--- src/rtl/piso_serializer.sv ---
// piso_serializer: valid/ready parallel-in, serial-out transmitter with frame_start/frame_last strobes.
// Define PISO_PARITY_EN to append an even-parity bit (extra PAR state) after the data bits.
module piso_serializer #(
    parameter int unsigned WIDTH     = 8,
    parameter bit          MSB_FIRST = 1'b1
) (
    input  logic             clk,
    input  logic             rst,
    input  logic [WIDTH-1:0] in_data,
    input  logic             in_valid,
    output logic             in_ready,
    output logic             ser_out,
    output logic             ser_valid,
    output logic             frame_start,
    output logic             frame_last
);

    localparam int unsigned   CW       = (WIDTH > 1) ? $clog2(WIDTH) : 1;
    localparam logic [CW-1:0] LAST_IDX = CW'(WIDTH - 1);

`ifdef PISO_PARITY_EN
    typedef enum logic [1:0] {IDLE, SHIFT, PAR} state_t;
`else
    typedef enum logic {IDLE, SHIFT} state_t;
`endif

    state_t           r_state;
    state_t           w_state_nxt;
    logic [WIDTH-1:0] r_shift;
    logic [CW-1:0]    r_cnt;
    logic             r_ser_out;
    logic             r_ser_valid;
    logic             r_frame_start;
    logic             r_frame_last;
`ifdef PISO_PARITY_EN
    logic             r_par;
`endif

    logic             w_last_data;
    logic             w_final;
    logic             w_xfer;
    logic             w_in_first;
    logic [WIDTH-1:0] w_in_rest;
    logic             w_sh_bit;
    logic [WIDTH-1:0] w_sh_rest;
    logic [CW-1:0]    w_cnt_inc;
    logic [WIDTH-1:0] w_shift_nxt;
    logic [CW-1:0]    w_cnt_nxt;
    logic             w_ser_out_nxt;
    logic             w_ser_valid_nxt;
    logic             w_fs_nxt;
    logic             w_fl_nxt;

    // The shift register holds the bits not yet driven; the head bit is already on ser_out.
    assign w_in_first = MSB_FIRST ? in_data[WIDTH-1] : in_data[0];
    assign w_in_rest  = MSB_FIRST ? (in_data << 1)   : (in_data >> 1);
    assign w_sh_bit   = MSB_FIRST ? r_shift[WIDTH-1] : r_shift[0];
    assign w_sh_rest  = MSB_FIRST ? (r_shift << 1)   : (r_shift >> 1);
    assign w_cnt_inc  = r_cnt + 1'b1;

    assign w_last_data = (r_state == SHIFT) && (r_cnt == LAST_IDX);
`ifdef PISO_PARITY_EN
    assign w_final = (r_state == PAR);
`else
    assign w_final = w_last_data;
`endif
    assign in_ready = rst & ((r_state == IDLE) | w_final);
    assign w_xfer   = in_valid & in_ready;

    always_ff @(posedge clk or negedge rst) begin
        if (!rst) begin
            r_state <= IDLE;
        end else begin
            r_state <= w_state_nxt;
        end
    end

    always_comb begin
        w_state_nxt = r_state;
        if (w_xfer) begin
            w_state_nxt = SHIFT;
        end else if (w_final) begin
            w_state_nxt = IDLE;
`ifdef PISO_PARITY_EN
        end else if (w_last_data) begin
            w_state_nxt = PAR;
`endif
        end
    end

    always_comb begin
        w_shift_nxt     = '0;
        w_cnt_nxt       = '0;
        w_ser_out_nxt   = 1'b0;
        w_ser_valid_nxt = 1'b0;
        w_fs_nxt        = 1'b0;
        w_fl_nxt        = 1'b0;
        if (w_xfer) begin
            w_shift_nxt     = w_in_rest;
            w_ser_out_nxt   = w_in_first;
            w_ser_valid_nxt = 1'b1;
            w_fs_nxt        = 1'b1;
        end else if ((r_state == SHIFT) && !w_last_data) begin
            w_shift_nxt     = w_sh_rest;
            w_cnt_nxt       = w_cnt_inc;
            w_ser_out_nxt   = w_sh_bit;
            w_ser_valid_nxt = 1'b1;
`ifndef PISO_PARITY_EN
            w_fl_nxt        = (w_cnt_inc == LAST_IDX);
`endif
`ifdef PISO_PARITY_EN
        end else if (w_last_data) begin
            w_ser_out_nxt   = r_par;
            w_ser_valid_nxt = 1'b1;
            w_fl_nxt        = 1'b1;
`endif
        end
    end

    always_ff @(posedge clk or negedge rst) begin
        if (!rst) begin
            r_shift       <= '0;
            r_cnt         <= '0;
            r_ser_out     <= 1'b0;
            r_ser_valid   <= 1'b0;
            r_frame_start <= 1'b0;
            r_frame_last  <= 1'b0;
        end else begin
            r_shift       <= w_shift_nxt;
            r_cnt         <= w_cnt_nxt;
            r_ser_out     <= w_ser_out_nxt;
            r_ser_valid   <= w_ser_valid_nxt;
            r_frame_start <= w_fs_nxt;
            r_frame_last  <= w_fl_nxt;
        end
    end

`ifdef PISO_PARITY_EN
    always_ff @(posedge clk or negedge rst) begin
        if (!rst) begin
            r_par <= 1'b0;
        end else if (w_xfer) begin
            r_par <= ^in_data;
        end
    end
`endif

    assign ser_out     = r_ser_out;
    assign ser_valid   = r_ser_valid;
    assign frame_start = r_frame_start;
    assign frame_last  = r_frame_last;

endmodule

--- config.mk ---
export PLATFORM = sky130hd
export DESIGN_NAME = piso_serializer
export DESIGN_NICKNAME = d
export VERILOG_FILES = /design/src/rtl/piso_serializer.sv
export SDC_FILE = /design/constraint.sdc
export NUM_CORES = 1
export LEC_CHECK = 0
export ABC_CLOCK_PERIOD_IN_PS = 4230
export CAP_MARGIN = 0
export CELL_PAD_IN_SITES_DETAIL_PLACEMENT = 1
export CELL_PAD_IN_SITES_GLOBAL_PLACEMENT = 2
export CORE_MARGIN = 1
export CORE_UTILIZATION = 40
export DETAILED_ROUTE_END_ITERATION = 8
export DONT_BUFFER_PORTS = 1
export GPL_TIMING_DRIVEN = 1
export PLACE_DENSITY = 0.83
export SYNTH_ARGS = -nofsm -noshare
export SYNTH_HDL_FRONTEND = slang
export SYNTH_SLANG_ARGS = --single-unit
export TNS_END_PERCENT = 1
--- constraint.sdc ---
create_clock -name clk -period 4.23 [get_ports clk]
set_input_delay 0.6345 -clock clk [delete_from_list [all_inputs] [get_ports clk]]
set_output_delay 0.6345 -clock clk [all_outputs]
set_load 0.005 [all_outputs]
==> summary.txt <==
Area after DPL -> 632 µm²
Synth Instances -> 48
Slew Limit Fails -> 0
CP arrival -> 1500 ps
Worst path slowest cell -> dfrtp_1
Final ANT Viol Nets -> 0
Fin. Hold Viols -> 0
clk buf depth -> 2
PortBufs -> 0
setup TNS -> 0 ps
DR iter-0 viols -> 3
Routed WL per cell -> 15.4 µm
CTS buffer count -> 3
largest net degree at the start of global routing -> 26
Critical Path Max Stage Delay -> 410 ps
Die Ht -> 41.8 µm
critical-path cell list -> ha_1 > ha_1 > nand2b_4 > and2_1
Core Region -> 1490 µm²
first-pass GRT wire length -> 1800 µm
Max-slew headroom -> 86.6%
crit-path most repeated cell -> ha_1
Tot GR Track Use -> 15.0%
Yosys cell types -> 13
RSZ-0062 raised after global routing -> false
clk sink count -> 15
Worst-path clk slew -> 90 ps
die area -> 1750 µm²
minimum clock period after layout -> 2140 ps
Congestion Overflow GR -> 0
worst hold path type -> in -> async
RR Endpoint -> r_shift[6]$_DFF_PN0_
fmax -> 468 MHz
cts hold-fix bufs -> 0
Post-Syn Area per Cell -> 13.2 µm²
mapped cell area -> 634 µm²
layout cells sized above 1 -> 22.0%
final instance area -> 658 µm²
drt total wl -> 1020 µm
status -> completed
drt pass-1 iters -> 2
H-tree depth -> 1
synth-to-layout area growth -> 3.75%
I/O pin cnt -> 16
Clock Latency Late Sink -> 280 ps
Detail Placement HPWL -> 735 µm
Synth Warn # -> 0
Initial Util -> 42.6%
Final Cycle Share -> 50.5%
CP bufs+invs -> 0
syn_nets -> 62
Crit Path Category -> reg -> out
vias in the first global route -> 394
Ant. Diodes -> 0
Remaining DRCs -> 0
crit path capture type -> primary output
critical path's top delay family -> simple AND/OR/NAND/NOR gates
Worst Path Required -> 3600 ps
maximum VDD drop -> 0.000225 V
R2R cell count -> 4
die width -> 41.8 µm
synthesis-stage register bit count -> 15
Max Clock Skew -> 5.07 ps
CP Launch Type -> flip-flop
Pwr Density -> 651 nW/µm²
CTS tree -> built
critical path peak fanout -> 16
initial antenna violation count -> 0
nets@finish -> 65
final setup violation count -> 0
R2R Path Start -> r_cnt[0]$_DFF_PN0_
Worst-Margin Slew -> 201 ps
CTS root buf -> clkbuf_4
max-capacitance violation count -> 0
via count -> 362
post-synthesis sequential area ratio -> 59.2%
global placer's final weighted congestion -> 0.666
leak pwr -> 0.348 nW
cts repair resizes -> 0
post-detailed-route via-to-cell ratio -> 5.48
post-CTS setup buffer count -> 0
FP Rows -> 14
flop-to-flop setup slack -> 2770 ps
-- per-stage QoR --
stage	total power [W]	std cells	util [%]	hold WS, ps	worst slack [ps]
final	0.000429	66	44.2	35.3	2090
after CTS	0.000440	66	44.2	21.8	2060
after global routing	0.000467	66	44.2	0.120	1980
after detailed placement	0.000357	62	42.4	339	2380
after floorplan	0.000349	48	-	339	2330
after global placement	0.000335	62	42.4	339	2440
-- layout by cell type, fill, tap and decap left out --
cell | Yosys | final
clkbuf_1 | 0 | 1
mux2_2 | 6 | 6
clkbuf_4 | 0 | 3
dfrtp_1 | 15 | 15
nor2b_1 | 1 | 1
and2_1 | 1 | 1
nand2b_4 | 1 | 1
ha_1 | 3 | 3
nand2_1 | 4 | 4
inv_1 | 2 | 2
and3_1 | 7 | 7
and4_1 | 1 | 1
mux2_4 | 1 | 1
nor2_1 | 4 | 4
-- state kept, by name, summed over array words and instances (netlist names) --
signal and count:
r_state 1, r_shift 7, frame_start 1, r_cnt 3, ser_valid 1, frame_last 1, ser_out 1
-- worst max-delay path by stage --
stage / startpoint / end / depth (start not counted)
2_1_floorplan: r_cnt[0]$_DFF_PN0_ / in_ready / 6
3_3_place_gp: r_cnt[0]$_DFF_PN0_ / in_ready / 4
3_5_place_dp: r_cnt[0]$_DFF_PN0_ / in_ready / 4
4_1_cts: r_cnt[0]$_DFF_PN0_ / in_ready / 4
5_1_grt: r_cnt[0]$_DFF_PN0_ / in_ready / 4
6_report: r_cnt[0]$_DFF_PN0_ / in_ready / 4
-- power by group --
group          switching [W]  leakage [nW]  internal (W)  total [W]
Combinational      0.0000640         0.140     0.0000633   0.000127
Sequential         0.0000245         0.193      0.000196   0.000221
Clock              0.0000439        0.0150     0.0000366  0.0000805
-- metal layers --
metal | vias up | track usage (%) | wire [µm] | share of wire (%)
met5 | - | 0 | 0 | 0
met4 | 0 | 9.68 | 13 | 1.3
met3 | 2 | 7.39 | 66 | 6.5
met2 | 13 | 24.1 | 544 | 54
met1 | 184 | 15.5 | 391 | 38
li1 | 163 | - | - | -
-- cells in the mapped netlist (all sizes together) --
master  count  area share, %
and3        7            6.9
nand2       4            2.4
dfrtp      15             59
nor2b       1           0.99
ha          3            5.9
nand2b      1            2.2
buf         2            3.6
and4        1            1.4
nor2        4            2.4
inv         2            1.2
mux2        7             13
and2        1           0.99
-- cells by family after synthesis --
kind of cell / after synthesis / share of synthesized area (%)
simple gates: 19 / 17.2
flops: 15 / 59.2
mux: 7 / 13.0
buf+inv: 4 / 4.73
fa+ha+maj: 3 / 5.92
-- worst register-to-register path, cell delays in order, from the launching register on --
cell      delay, ps
dfrtp_1         410
ha_1            210
ha_1            170
nand2b_4        220
mux2_4          330
-- final cells by class --
type                       count  area, µm²
sequential                    15        375
fill                         161        831
clock buffer                   4       26.3
tap                           16       20.0
inverter                       2       7.51
multi-input combinational     29        229
No activity file was read; power rests on OpenSTA's default activity.
==> RTL change 1, RTL diff (same settings) <==
Change the parameter `WIDTH` from 8 to 16.
--- a/src/rtl/piso_serializer.sv
+++ b/src/rtl/piso_serializer.sv
@@ -3,3 +3,3 @@
 module piso_serializer #(
-    parameter int unsigned WIDTH     = 8,
+    parameter int unsigned WIDTH     = 16,
     parameter bit          MSB_FIRST = 1'b1
Interface: changed (resized in_data); port bits go from 16 to 24. No check against the original RTL was run, so the function may have changed too.
==> RTL change 1 against the unedited design <==
Total power grew 61%; sequential power increased by 58%; non-clock buffer count up 1; setup slack got worse by 0.085 ns; synthesized area increased by 72%; sequential cell count rose by 9; routed wire length is 93% higher; critical path depth is the same; register-to-register slack worse by 0.10 ns; core utilization grew 0.74 points; hold slack gained 0.42 ns; design area increased by 72%; largest cell class unchanged.
==> RTL change 1: results (changes against the unedited design) <==
[metrics] Layout Cells excl Fill: 109 (was 66)
[metrics] routed vias: 576 (was 362)
[metrics] Max Fanout on Critical Path: 21 (was 16)
[metrics] worst skew pair latency: 0.30 ns (was 0.28 ns)
[metrics] detailed placer's ending HPWL: 1.21 mm (was 735 um)
[metrics] cell types occupying the most area after synthesis: dfrtp_1 55%, mux2_4 19%, and3_1 8.6% (was dfrtp_1 59%, mux2_2 11%, and3_1 6.9%)
[metrics] leakage power summed over all cells: 0.582 nW (was 0.348 nW)
[metrics] clock-pin slew of the registers on the worst-case setup and hold paths: 0.13 ns (was 0.09 ns)
[metrics] data arrival time of the worst path: 1.59 ns (was 1.50 ns)
[metrics] post-DR wirelength/cell: 18.0 um (was 15.4 um)
[metrics] Crit Reg-Reg Endpoint: r_shift[15] (was r_shift[6])
[metrics] part of the Yosys area used for sequential elements: 0.550 (was 0.592)
[metrics] post-synthesis net count: 99 (was 62)
[metrics] Cell Count Post-Placement: 104 (was 62)
[metrics] post-synthesis cell type count: 18 (was 13)
[metrics] placer congestion estimate: 0.643 (was 0.666)
[metrics] outcome: completed (unchanged)
[metrics] wire length of the first global-routing pass: 3.07 mm (was 1.80 mm)
[metrics] worst max-slew margin expressed relative to the limit: 0.312 (was 0.866)
[metrics] syn avg cell area: 14.0 um2 (was 13.2 um2)
[metrics] number of detailed-routing iterations run before antenna repair: 4 (was 2)
[metrics] path class of the lowest-slack min-delay path: in -> reg (was in -> async)
[metrics] worst clock skew on the final layout: 0.00158 ns (was 0.00507 ns)
[metrics] pin count of the biggest net entering global routing: 25 (was 26)
[metrics] total routing usage reported by global routing: 0.156 (was 0.150)
[metrics] fraction of layout cells with a size suffix above 1: 0.291 (was 0.220)
[metrics] peak supply drop: 0.241 mV (was 0.225 mV)
## RTL change 1: critical path, delay by kind of cell (launching register included)
family        cells  cell delay, ns
flops             1            0.44
simple gates      3            0.60
fa+ha+maj         1            0.25
## RTL change 1: how the worst max path moves through the flow
stage	to	slack, ns	depth (start not counted)
2_1_floorplan	in_ready	2.50	5
3_3_place_gp	in_ready	2.39	4
3_5_place_dp	in_ready	2.36	4
4_1_cts	in_ready	1.98	4
5_1_grt	in_ready	1.89	4
6_report	in_ready	2.01	4
## RTL change 1: area by class of cell
cell class / instances / area [um2]
multi-input combinational: 49 / 445
inverter: 1 / 3.75
tap: 30 / 37.5
fill: 272 / 1390
sequential: 24 / 601
clock buffer: 4 / 36.3
timing repair buffer: 1 / 10.0
## RTL change 1: kinds of logic (layout without fill, tap and decap cells)
group	count (synthesis)	count (layout)	share of synthesized area
simple gates	29	29	0.158
flops	24	24	0.550
mux	15	15	0.203
buf+inv	5	6	0.0413
fa+ha+maj	2	2	0.0229
xor+xnor	2	2	0.0161
compound gates	1	1	0.00803
## RTL change 1: power by group through the flow
stage | Clock [mW] | Combinational (mW) | Sequential (mW)
after floorplan | 0 | 0.223 | 0.341
after global placement | 0 | 0.215 | 0.350
after detailed placement | 0 | 0.221 | 0.354
after CTS | 0.125 | 0.228 | 0.350
after global routing | 0.136 | 0.249 | 0.361
final | 0.118 | 0.225 | 0.349
## RTL change 1: layer usage
| layer | track usage | vias up | part of all wire |
|---|---|---|---|
| li1 | - | 266 | - |
| met1 | 0.230 | 292 | 0.47 |
| met2 | 0.228 | 16 | 0.47 |
| met3 | 0.0333 | 2 | 0.047 |
| met4 | 0.0513 | 0 | 0.0072 |
| met5 | 0 | - | 0 |
## RTL change 1: per-stage QoR
step | total power, mW | setup WS [ns]
finish | 0.692 | 2.01
global route | 0.746 | 1.89
CTS | 0.703 | 1.98
detailed placement | 0.575 | 2.36
global placement | 0.564 | 2.39
floorplan | 0.564 | 2.50
==> RTL change 2, RTL diff (config.mk and constraints unchanged) <==
Without the edit above. Take the reset off `r_shift` and load it in a clocked block of its own.
--- a/src/rtl/piso_serializer.sv
+++ b/src/rtl/piso_serializer.sv
@@ -121,3 +121,2 @@
         if (!rst) begin
-            r_shift       <= '0;
             r_cnt         <= '0;
@@ -128,3 +127,2 @@
         end else begin
-            r_shift       <= w_shift_nxt;
             r_cnt         <= w_cnt_nxt;
@@ -135,2 +133,6 @@
         end
+    end
+
+    always_ff @(posedge clk) begin
+        r_shift <= w_shift_nxt;
     end
Formal check against the unedited RTL: no difference found for any inputs over 10 cycles, from zero or initial values and one cycle with rst low; that may be too few to reach the edited logic, so the function may still have changed.
==> RTL change 2 against the unedited design <==
Via count is 5.0% lower; setup slack worse by 0.010 ns; total power is 0.23% lower; design area is 5.5% lower; largest power group unchanged; synthesized area is 5.5% lower; synthesized cell count stayed put; sequential cell count stayed put; sequential share of layout area is 2.3 points lower; routed wire length is 5.3% lower; clock skew is 0.0034 ns lower; final cell count is 1.5% lower; highest routed layer unchanged; count of clock-buffer cells in the layout stayed put; sequential power hardly changed.
==> RTL change 2: results (changes against the unedited design) <==
[metrics] # fillers: 150 (was 161)
[metrics] commonest cells in the synthesized netlist: 8 x dfrtp_1, 7 x and3_1, 7 x dfxtp_1, 6 x mux2_2 (was 15 x dfrtp_1, 7 x and3_1, 6 x mux2_2, 4 x nand2_1, 4 x nor2_1)
[metrics] clock tree buffer depth: 2 (unchanged)
[metrics] part of the Yosys area used for sequential elements: 0.568 (was 0.592)
[metrics] clock-pin slew of the registers on the worst-case setup and hold paths: 0.08 ns
[metrics] initial DRC count: 1 (was 3)
[metrics] outcome: completed (unchanged)
[metrics] worst stage delay on the critical path: 0.41 ns (about the same)
[metrics] routed vias: 344 (was 362)
[metrics] Place WS: 2.39 ns (was 2.38 ns)
[metrics] transition time at the pin with the least slew margin: 0.193 ns (was 0.201 ns)
[metrics] smallest hold slack: 0.0340 ns (was 0.0353 ns)
[metrics] peak supply drop: 0.245 mV (was 0.225 mV)
[metrics] total routing usage reported by global routing: 0.170 (was 0.150)
[metrics] dominant register cell in the synthesized netlist: dfrtp_1 (unchanged)
[metrics] wire length of the first global-routing pass: 1.67 mm (was 1.80 mm)
[metrics] post-DR wirelength/cell: 14.8 um (was 15.4 um)
[metrics] Worst R2R Setup Slack: 2.78 ns (was 2.77 ns)
[metrics] buffer type at the clock tree root: clkbuf_4 (unchanged)
[metrics] cell types occupying the most area after synthesis: dfrtp_1 33%, dfxtp_1 23%, mux2_2 11% (was dfrtp_1 59%, mux2_2 11%, and3_1 6.9%)
[metrics] vias in the first global route: 377 (was 394)
[metrics] Crit Reg-Reg Endpoint: r_shift[6] (unchanged)
[metrics] share of flip-flops with an asynchronous set or reset after synthesis: 0.533 (was 1.00)
[metrics] internal portion of total power: 297 uW (was 296 uW)
[metrics] fraction of power consumed by sequential logic: 0.517 (was 0.515)
[metrics] leakage power summed over all cells: 0.309 nW (was 0.348 nW)
[metrics] worst clock skew on the final layout: 0.00171 ns (was 0.00507 ns)
[metrics] placer congestion estimate: 0.667 (was 0.666)
[metrics] detailed placer's ending HPWL: 689 um (was 735 um)
[metrics] pin count of the biggest net entering global routing: 19 (was 26)
[metrics] worst skew pair latency: 0.28 ns (about the same)
[metrics] post-synthesis cell type count: 14 (was 13)
RTL change 2: cell types whose count changed after synthesis:
cell / delta
dfrtp_1: -7
dfxtp_1: +7
RTL change 2: final cells by class:
type / instances / share of cell area
inverter: 2 / 0.0121
multi-input combinational: 29 / 0.368
sequential: 15 / 0.547
clock buffer: 4 / 0.0423
tap: 15 / 0.0302
RTL change 2: worst max path at each step:
stage	from	endpoint	slack (ns)	cells after the start
final	r_cnt[0]	in_ready	2.08	4
after global routing	r_cnt[0]	in_ready	1.98	4
after CTS	r_cnt[0]	in_ready	2.07	4
after detailed placement	r_cnt[0]	in_ready	2.39	4
after global placement	r_cnt[0]	in_ready	2.44	4
after floorplan	r_cnt[0]	in_ready	2.33	6
RTL change 2: kinds of logic (layout without fill, tap and decap cells):
family,Yosys count,in the layout,share of synthesized area
adders and majority gates,3,3,0.0626
buffers and inverters,4,6,0.0501
DFF,15,15,0.568
muxes,7,7,0.138
and+or+nand+nor,19,19,0.182
RTL change 2: through the flow:
step | power [mW] | area, um2 | util | cells
finish | 0.428 | 622 | 0.461 | 65
global placement | 0.335 | 596 | 0.441 | 61
detailed placement | 0.355 | 596 | 0.441 | 61
global route | 0.470 | 622 | 0.461 | 65
CTS | 0.436 | 622 | 0.461 | 65
floorplan | 0.349 | 599 | - | 48
RTL change 2: routing by layer:
metal | GRT usage | vias up | wire, um
met5 | 0 | - | 0
met3 | 0.103 | 5 | 76
li1 | - | 163 | -
met1 | 0.159 | 162 | 372
met2 | 0.294 | 14 | 489
met4 | 0.0750 | 0 | 24
RTL change 2: worst register-to-register path: stages, from the launching register on:
cell and delay (ns):
dfrtp_1 0.41, ha_1 0.21, ha_1 0.18, nand2b_4 0.22
mux2_4 0.32
